<file path="config.mk">
export PLATFORM = sky130hd
export DESIGN_NAME = alu_cmd_sequencer
export DESIGN_NICKNAME = d
export VERILOG_FILES = /design/src/rtl/alu_cmd_sequencer.sv
export SDC_FILE = /design/constraint.sdc
export NUM_CORES = 1
export LEC_CHECK = 0
export CAP_MARGIN = 15
export CORE_AREA = 3 3 74 127
export CTS_CLUSTER_SIZE = 24
export DETAILED_ROUTE_END_ITERATION = 8
export DIE_AREA = 0 0 77 130
export PLACE_DENSITY = 0.67
export SYNTH_ARGS = -nofsm -noshare
export SYNTH_HDL_FRONTEND = slang
export SYNTH_SLANG_ARGS = --single-unit
</file>
<file path="constraint.sdc">
create_clock -name clk -period 2.5 [get_ports clk]
set_clock_uncertainty 0.2 [all_clocks]
set_input_delay 0.75 -clock clk [delete_from_list [all_inputs] [get_ports clk]]
set_output_delay 0.75 -clock clk [all_outputs]
set_load 0.02 [all_outputs]
</file>
<file path="src/rtl/alu_cmd_sequencer.sv">
// alu_cmd_sequencer
//   Command-side initiator for the 4-bit-operand / 8-bit-result combinational
//   ALU. Commands {op, a, b} arrive on a valid/ready stream and are buffered in
//   a DEPTH-entry FIFO. One command at a time is presented to the ALU for a
//   single cycle (alu_en), the ALU output is captured, and the result is
//   returned in order on a valid/ready result stream.
//
//   Parameters
//     DEPTH  command FIFO entries (power of 2, >= 2)
//     CNT_W  width of the completed-operation counter (wraps)
//
//   Ports
//     clk, rst                       clock, synchronous active-high reset
//     cmd_valid/cmd_ready            command handshake; cmd_ready = FIFO not full
//     cmd_op, cmd_a, cmd_b           command payload
//     alu_a, alu_b, alu_op, alu_en   registered ALU inputs, one-cycle strobe
//     alu_out                        combinational ALU result
//     res_valid/res_ready            result handshake
//     res_data, res_op, res_err      captured result, its opcode, error flag
//     busy                           FSM not idle or FIFO not empty
//     done_cnt                       count of results handed off
//
//   Build option
//     ALU_SEQ_DIVZERO_CHK_EN  when defined, div/mod by zero captures 8'hFF and
//                             raises res_err; otherwise res_err is tied low and
//                             res_data is the raw ALU output.
module alu_cmd_sequencer #(
  parameter int DEPTH = 4,
  parameter int CNT_W = 8
) (
  input  logic             clk,
  input  logic             rst,
  input  logic             cmd_valid,
  output logic             cmd_ready,
  input  logic [3:0]       cmd_op,
  input  logic [3:0]       cmd_a,
  input  logic [3:0]       cmd_b,
  output logic [3:0]       alu_a,
  output logic [3:0]       alu_b,
  output logic [3:0]       alu_op,
  output logic             alu_en,
  input  logic [7:0]       alu_out,
  output logic             res_valid,
  input  logic             res_ready,
  output logic [7:0]       res_data,
  output logic [3:0]       res_op,
  output logic             res_err,
  output logic             busy,
  output logic [CNT_W-1:0] done_cnt
);

  localparam int AW = $clog2(DEPTH);
  localparam logic [AW:0]      PTR_ONE = 1;
  localparam logic [CNT_W-1:0] CNT_ONE = 1;

  typedef enum logic [1:0] {
    IDLE = 2'd0,
    EXEC = 2'd1,
    RESP = 2'd2
  } state_t;

  state_t state, state_nxt;

  // FIFO storage and pointers; the extra MSB on each pointer distinguishes
  // full from empty when the index bits match.
  logic [11:0] fifo_mem [DEPTH];
  logic [AW:0] wr_ptr, rd_ptr;
  logic        fifo_full, fifo_empty;
  logic        push, pop;
  logic [11:0] head;
  logic [7:0]  cap_data;

  assign fifo_empty = (wr_ptr == rd_ptr);
  assign fifo_full  = (wr_ptr[AW] != rd_ptr[AW]) &&
                      (wr_ptr[AW-1:0] == rd_ptr[AW-1:0]);

  // Push is gated only by full: a pop in the same cycle does not open a slot.
  assign cmd_ready = ~fifo_full;
  assign push      = cmd_valid & ~fifo_full;
  assign pop       = (state == IDLE) & ~fifo_empty;
  assign head      = fifo_mem[rd_ptr[AW-1:0]];
  assign busy      = (state != IDLE) | ~fifo_empty;

`ifdef ALU_SEQ_DIVZERO_CHK_EN
  logic cap_err;
  logic err_q;

  // Division and modulo by zero are still issued; only the capture is replaced.
  assign cap_err  = ((alu_op == 4'd3) || (alu_op == 4'd4)) && (alu_b == 4'd0);
  assign cap_data = cap_err ? 8'hFF : alu_out;
  assign res_err  = err_q;

  always_ff @(posedge clk) begin
    if (rst) begin
      err_q <= 1'b0;
    end else if (state == EXEC) begin
      err_q <= cap_err;
    end
  end
`else
  assign cap_data = alu_out;
  assign res_err  = 1'b0;
`endif

  // FIFO storage write (data only, no reset)
  always_ff @(posedge clk) begin
    if (push) begin
      fifo_mem[wr_ptr[AW-1:0]] <= {cmd_op, cmd_a, cmd_b};
    end
  end

  // FIFO pointers
  always_ff @(posedge clk) begin
    if (rst) begin
      wr_ptr <= '0;
      rd_ptr <= '0;
    end else begin
      if (push) wr_ptr <= wr_ptr + PTR_ONE;
      if (pop)  rd_ptr <= rd_ptr + PTR_ONE;
    end
  end

  // State register
  always_ff @(posedge clk) begin
    if (rst) begin
      state <= IDLE;
    end else begin
      state <= state_nxt;
    end
  end

  // Next-state logic
  always_comb begin
    state_nxt = state;
    case (state)
      IDLE:    if (!fifo_empty) state_nxt = EXEC;
      EXEC:    state_nxt = RESP;
      RESP:    if (res_ready) state_nxt = IDLE;
      default: state_nxt = IDLE;
    endcase
  end

  // Issue stage: head of FIFO -> ALU inputs; capture stage: ALU -> result
  always_ff @(posedge clk) begin
    if (rst) begin
      alu_a     <= '0;
      alu_b     <= '0;
      alu_op    <= '0;
      alu_en    <= 1'b0;
      res_valid <= 1'b0;
      res_data  <= '0;
      res_op    <= '0;
      done_cnt  <= '0;
    end else begin
      if (pop) begin
        alu_op <= head[11:8];
        alu_a  <= head[7:4];
        alu_b  <= head[3:0];
        alu_en <= 1'b1;
      end
      if (state == EXEC) begin
        alu_en    <= 1'b0;
        res_data  <= cap_data;
        res_op    <= alu_op;
        res_valid <= 1'b1;
      end
      if ((state == RESP) && res_ready) begin
        res_valid <= 1'b0;
        done_cnt  <= done_cnt + CNT_ONE;
      end
    end
  end

endmodule
</file>
### Word level (Yosys, flattened, before mapping)

Memory sizes are Yosys's and may differ from the RTL's. A register that Yosys moved wholly into a read port is not among the register bits.
Cells that the tools add are included.

| cells by class | value |
|---|---|
| $add $sub $neg | 3 |
| eq/ne operators | 7 |
| muxes and demuxes | 5 |
| bitwise gates (word level) | 5 |
| reductions and logical operators | 7 |

Operators by type and width:

| operator | number |
|---|---|
| adder 8 x 1 -> 8 bit (second input constant) | 1 |
| adder 3 x 1 -> 3 bit (second input constant) | 2 |
| case mux 2 bit (3 select lines) | 1 |
| two-way mux 2 bit | 2 |
| inequality test 2 bit (second input constant) | 2 |
| OR reduction 2 bit | 2 |
| == test 3 bit | 1 |
| AND 1 bit | 2 |
| == test 2 x 1 -> 1 bit (second input constant) | 1 |
| == test 2 bit | 1 |
| == test 2 bit (second input constant) | 1 |
| logical AND 1 bit | 2 |
| logical NOT 2 bit | 1 |
| two-way mux 1 bit | 2 |
| inverter 1 bit | 2 |
| AND reduction 2 bit | 1 |
| nonzero test 2 bit | 1 |
| inequality test 1 bit | 1 |
| bitwise OR 1 bit | 1 |

| storage, ports and cells | value |
|---|---|
| bits in registers | 30 |
| RAM bits | 48 |
| output and inout bits | 37 |
| word-level logic and storage cells | 36 |
| memories | 1 |

Memories:

| name | words | bits a word | read ports | clocked after Yosys merged registers in | wr ports | line | source |
|---|---|---|---|---|---|---|---|
| fifo_mem | 4 | 12 | 1 | 1 | 1 | 66 | `logic [11:0] fifo_mem [DEPTH];` |

### Longest topological paths before layout

Gate-level depths: netlist of run 1.

| logic depth | value |
|---|---|
| depth after elaboration | 6 |
| depth in mapped cells | 5 |

### Worst setup path after synthesis of run 1

No wires, ideal clock.

| timing path | value |
|---|---|
| kind | reg2out |
| start point | reg rd_ptr[0] |
| end point | out busy |
| arrival time | 1.101 ns |
| required time | 1.550 ns |
| path slack | 0.449 ns |
| stages on the path, launching flop included | 5 |
| cells stage by stage | dfxtp_1 buf_4 buf_6 xnor2_2 nand4_1 |

| on the way | value |
|---|---|
| word-level cells in the longest chain between the ends | 3 |

RTL lines:

| element | line | source |
|---|---|---|
| from (decl) | 67 | `logic [AW:0] wr_ptr, rd_ptr;` |
| from (signal assigned) | 119 | `if (pop) rd_ptr <= rd_ptr + PTR_ONE;` |
| == test 3 bit | 73 | `assign fifo_empty = (wr_ptr == rd_ptr);` |
| inverter 1 bit | 82 | `assign busy = (state != IDLE) \| ~fifo_empty;` |
| bitwise OR 1 bit | 82 |  |
| to (decl) | 48 | `output logic busy,` |

No other way between the ends.

### Worst setup path after layout of run 1

| timing path | value |
|---|---|
| start point | reg rd_ptr[0] |
| end point | out cmd_ready |

| on the way | value |
|---|---|
| word-level cells in the longest chain between the ends | 3 |

RTL lines:

| element | line | source |
|---|---|---|
| == test 2 bit | 75 | `(wr_ptr[AW-1:0] == rd_ptr[AW-1:0]);` |
| logical AND 1 bit | 74 | `assign fifo_full = (wr_ptr[AW] != rd_ptr[AW]) &&` |
| inverter 1 bit | 78 | `assign cmd_ready = ~fifo_full;` |
| to (decl) | 34 | `output logic cmd_ready,` |

No other way between the ends.

==> flow_metrics.tcl, run 1 <==
set metrics [dict create \
    antenna_found_initial 0 \
    die_area_sq_um 10000 \
    final_common_cell "clkdlybuf4s50_1" \
    grt_usage 0.150 \
    drt_pass1_iterations 4 \
    cp_num_buf_inv 1 \
    vias_per_cell 4.91 \
    synth.cell_area_sq_um 3750 \
    rrSetupSlack_ps 460 \
    pin_count 61 \
    drv_slew 0 \
    clockBufferDepth 2 \
    start_kind "flop" \
    cts_buffers 9 \
    final_layout_size_suffix_gt1_frac 0.164 \
    grt_pass1_wl_microns 11500 \
    synth_edf_count 48 \
    slew_headroom 0.664 \
    yosysUniqueCellTypes 45 \
    setup_viol 0 \
    ant_nets 0 \
    crit_type "reg2out" \
    tightest_slew_ps 504 \
    rsz0062_at_grt "no" \
    whs_endpoint "res_data[4]" \
    peakVddDrop_uv 605 \
    r2r_end "rd_ptr[2]" \
    path_delay_family "buffers and inverters" \
    finalHoldViolations 0 \
    htreeDepth 3 \
    maxCapViolCount 0 \
    fillers 694 \
    grt_overflow 0 \
    die_w_microns 77 \
    drt_iter0_drc 85 \
    leakage_nw 1.74 \
    synth_nets 309 \
    drc 0 \
    ys.flop_type "edfxtp_1" \
    tns_ps 0 \
    slowest_stage "dlygate4sd2_1" \
    grt_pass1_vias 2380 \
    gp_congestion 0.796 \
    grt_max_degree 20 \
    worst-path-max-fanout 5 \
    rows 44 \
    io_buffers 59 \
    clkTransAtPathRegs_ps 60 \
    cts_sinks 90 \
    utilization 0.578 \
    yosysSeqAreaShare 0.608 \
    clockRootBuffer "clkbuf_16" \
    wl_per_cell_microns 14.9 \
    start_util 0.445 \
    hpwl_microns 5070 \
    die_h_microns 130 \
    hp-class "reg2reg" \
    synthToLayoutAreaGrowth_pct 29.7 \
    p_per_area_nw_per_um2 1030 \
    whs_path_depth 2 \
    worstPathCellList "xnor2_2 > nand3_1 > dlygate4sd2_1" \
    yosys_warnings 0 \
    fmax_mhz 421 \
    holdWs_ps 255 \
    antenna_cells 0 \
    vias 2329 \
    worst_ep_arrival_time_ps 1420 \
    period_share 0.949 \
    dp_cells 458 \
    postSynthCellCount 279 \
    ys_seq_elements 90 \
    critPathMaxStageDelay_ps 340 \
    coreArea_sq_um 8420 \
    crit-reg2reg-launch "rd_ptr[0]" \
    power.total_w 0.00502 \
    critPathRequiredTime_ps 1550 \
    reg2reg_depth 5 \
    cp-end-kind "output port" \
    clock_latency_ps 340 \
    fin_crit_ps 2370 \
    final_cells 474 \
    synthArstFlopShare 0 \
    syn_area_per_cell_sq_um 13.4 \
    totalWireLength_microns 7050 \
    status "finished clean" \
    cts_tree "yes" \
    hp-start "res_data[4]" \
    layout_common_cells "clkdlybuf4s50_1, edfxtp_1, dfxtp_1, nand2b_1, nand2_1" \
    nets 384 \
]
logic make-up (layout without fill, tap and decap cells):
kind of cell / count (synthesis) / in the layout / synth area share
fa+ha+maj: 6 / 6 / 0.0200
buf+inv: 21 / 101 / 0.0297
simple gates: 90 / 90 / 0.133
other cells: 1 / 1 / 0.00100
flops: 90 / 90 / 0.608
xor+xnor: 7 / 7 / 0.0224
mux: 30 / 30 / 0.122
compound gates: 34 / 34 / 0.0630
synthesized netlist by cell type (4+ instances only):
cell	n	area, sq um
edfxtp_1	48	1440
dfxtp_1	42	841
nand2b_1	29	181
nand2_1	27	101
a21oi_1	18	90.1
mux2i_1	15	150
mux4_2	12	270
nor2_1	10	37.5
clkbuf_1	7	26.3
ha_1	6	75.1
inv_1	5	18.8
nand3_1	5	25.0
and2_1	4	25.0
o31ai_1	4	30.0
repair_timing:
| action | 4_1_cts | 5_1_grt |
|---|---|---|
| setup buffers | 0 | 0 |
| hold buffers | 0 | 0 |
| gates resized for setup | 2 | 0 |
| setup endpoints to repair | 2 | 0 |
worst max path at each step:
stage	start	slack, ps	end	cells past startpoint
3_3_place_gp	res_ready	130	done_cnt[7]	4
5_1_grt	rd_ptr[0]	60	cmd_ready	3
4_1_cts	rd_ptr[0]	110	cmd_ready	3
2_1_floorplan	rd_ptr[0]	450	busy	4
3_5_place_dp	res_ready	60	done_cnt[7]	4
6_report	rd_ptr[0]	130	cmd_ready	3
power breakdown:
| group | internal (W) | total (W) | leakage (nW) | switching (W) |
|---|---|---|---|---|
| clock | 0.000779 | 0.00134 | 0.140 | 0.000563 |
| sequential | 0.00180 | 0.00193 | 0.783 | 0.000131 |
| combinational | 0.000850 | 0.00174 | 0.816 | 0.000893 |
cell type report:
class | instances | area, sq um | share of cell area
Sequential cell | 90 | 2280 | 0.469
Multi-Input combinational cell | 168 | 1360 | 0.279
Timing Repair Buffer | 80 | 766 | 0.157
Clock buffer | 9 | 225 | 0.0463
Tap cell | 115 | 144 | 0.0296
Clock inverter | 7 | 72.6 | 0.0149
Inverter | 5 | 18.8 | 0.00386
tightest hold or removal path, stage by stage (launching register included):
cell	delay (ps)
dfxtp_1	310
nand2_1	50
a21oi_1	50
layer usage:
layer | vias up | global-route usage | wire [microns]
met2 | 56 | 0.272 | 3770
met4 | 0 | 0.0629 | 105
met1 | 1110 | 0.162 | 2850
met3 | 8 | 0.0442 | 324
met5 | - | 0 | 0
li1 | 1155 | - | -
registers in the layout (all words and copies together) (netlist names):
| register | count |
|---|---|
| done_cnt | 8 |
| res_data | 8 |
| alu_op | 4 |
| fifo_mem | 48 |
| rd_ptr | 3 |
| alu_a | 4 |
| alu_b | 4 |
| alu_en | 1 |
| state | 2 |
| wr_ptr | 3 |
| res_op | 4 |
| res_valid | 1 |
per-stage QoR:
stage	worst slack, ps	cell area [sq um]
final	127	4870
after global routing	59.8	4870
after CTS	111	4870
after detailed placement	64.6	4570
after global placement	134	4570
after floorplan	449	3750
(Power assumes the default switching activity.)
==> run 2, diff against run 1 <==
--- a/config.mk
+++ b/config.mk
@@ -6,11 +6,10 @@
 export NUM_CORES = 1
 export LEC_CHECK = 0
 export CAP_MARGIN = 15
-export CORE_AREA = 3 3 74 127
+export CORE_AREA = 3 3 82 142
 export CTS_CLUSTER_SIZE = 24
 export DETAILED_ROUTE_END_ITERATION = 8
-export DIE_AREA = 0 0 77 130
-export PLACE_DENSITY = 0.67
+export DIE_AREA = 0 0 85 145
 export SYNTH_ARGS = -nofsm -noshare
 export SYNTH_HDL_FRONTEND = slang
 export SYNTH_SLANG_ARGS = --single-unit
==> flow_metrics.tcl, run 2 (same netlist as run 1, synthesis figures left out) <==
set metrics [dict create \
    critPathRequiredTime_ps 1550 \
    drt_iter0_drc 78 \
    fin_crit_ps 2400 \
    cp-end-kind "output port" \
    start_util 0.351 \
    totalWireLength_microns 7050 \
    peakVddDrop_uv 481 \
    hpwl_microns 4930 \
    status "finished clean" \
    rows 50 \
    worstPathCellList "clkdlybuf4s50_1" \
    grt_pass1_wl_microns 11700 \
    critPathMaxStageDelay_ps 660 \
    finalHoldViolations 0 \
    hold_buffers 0 \
    post_cts_buffers 0 \
    pin_count 61 \
    clockRootBuffer "clkbuf_16" \
    place_ws_ps 149 \
    vias_per_cell 4.78 \
    grt_pass1_vias 2402 \
    coreArea_sq_um 10700 \
    die_area_sq_um 12300 \
    rsz0062_at_grt "no" \
    worst_ep_arrival_time_ps 1450 \
    clkTransAtPathRegs_ps 70 \
    drc 0 \
    die_h_microns 145 \
    synthToLayoutAreaGrowth_pct 30.9 \
    start_kind "flop" \
    final_cells 487 \
    slowest_stage "clkdlybuf4s50_1" \
    leakage_nw 1.75 \
    htreeDepth 3 \
    fmax_mhz 417 \
    grt_max_degree 33 \
    p_per_area_nw_per_um2 1020 \
    wl_per_cell_microns 14.5 \
    cts_tree "yes" \
    finalWorstSetupSlack_ps 99.2 \
    setup_viol 0 \
    final_area_sq_um 4910 \
    crit_type "reg2out" \
    final_layout_size_suffix_gt1_frac 0.162 \
    largest_reg_flops 48 \
    hp-class "reg2reg" \
    layout_common_cells "clkdlybuf4s50_1, edfxtp_1, dfxtp_1, nand2b_1, nand2_1" \
    final_common_cell "clkdlybuf4s50_1" \
    path_delay_family "buffers and inverters" \
    worst-path-max-fanout 7 \
    maxCapViolCount 0 \
    period_share 0.960 \
    antenna_found_initial 0 \
    antenna_cells 0 \
    grt_usage 0.121 \
    drt_pass1_iterations 4 \
    die_w_microns 85 \
    clock_latency_ps 340 \
    holdWs_ps 252 \
    vias 2326 \
    cts_sinks 90 \
    gp_congestion 0.739 \
    placed_cell_area_sq_um 4610 \
    dp_cells 471 \
    io_buffers 59 \
    tns_ps 0 \
    grt_overflow 0 \
    cts_buffers 9 \
    drv_slew 0 \
    clockBufferDepth 2 \
    cp_num_buf_inv 1 \
    nets 382 \
    ant_nets 0 \
]
## run 2: layer usage
layer	up-vias	GRT usage	part of all wire
met5	-	0	0
met4	0	0.0499	0.016
met3	10	0.0341	0.051
met2	56	0.215	0.54
met1	1108	0.131	0.40
li1	1152	-	-
## run 2: worst paths after layout
check        slack (ps)  cells past startpoint               to        start
min reg2reg         250                      2      res_data[0]  res_data[0]
max                 100                      1      done_cnt[3]  done_cnt[3]
min                 250                      2      res_data[0]  res_data[0]
max reg2reg         440                      5  fifo_mem[3][10]    rd_ptr[0]
## run 2: layout make-up
| class | count | area [sq um] |
|---|---|---|
| Timing Repair Buffer | 78 | 788 |
| Clock buffer | 9 | 225 |
| Inverter | 5 | 18.8 |
| Sequential cell | 90 | 2280 |
| Multi-Input combinational cell | 168 | 1360 |
| Clock inverter | 7 | 76.3 |
| Tap cell | 130 | 163 |
| Fill cell | 954 | 5790 |
## run 2: per-stage QoR
step	util	power (W)
floorplan	-	0.00310
global placement	0.431	0.00375
detailed placement	0.431	0.00377
CTS	0.459	0.00511
global route	0.459	0.00530
finish	0.459	0.00502
## run 2: where the power goes
| part | internal (W) | switching [W] |
|---|---|---|
| clock | 0.000712 | 0.000619 |
| sequential | 0.00180 | 0.000123 |
| combinational | 0.000870 | 0.000894 |
| total | 0.00338 | 0.00164 |
## run 2: what timing repair did
action / in CTS / in global routing
hold endpoints to repair: 0 / 0
endpoints found under the setup margin: 2 / 0
resized for setup: 2 / 0
## run 2: tightest hold or removal path, stage by stage (launching register included)
cell     delay, ps
dfxtp_1        310
nand2_1         50
a21oi_1         50
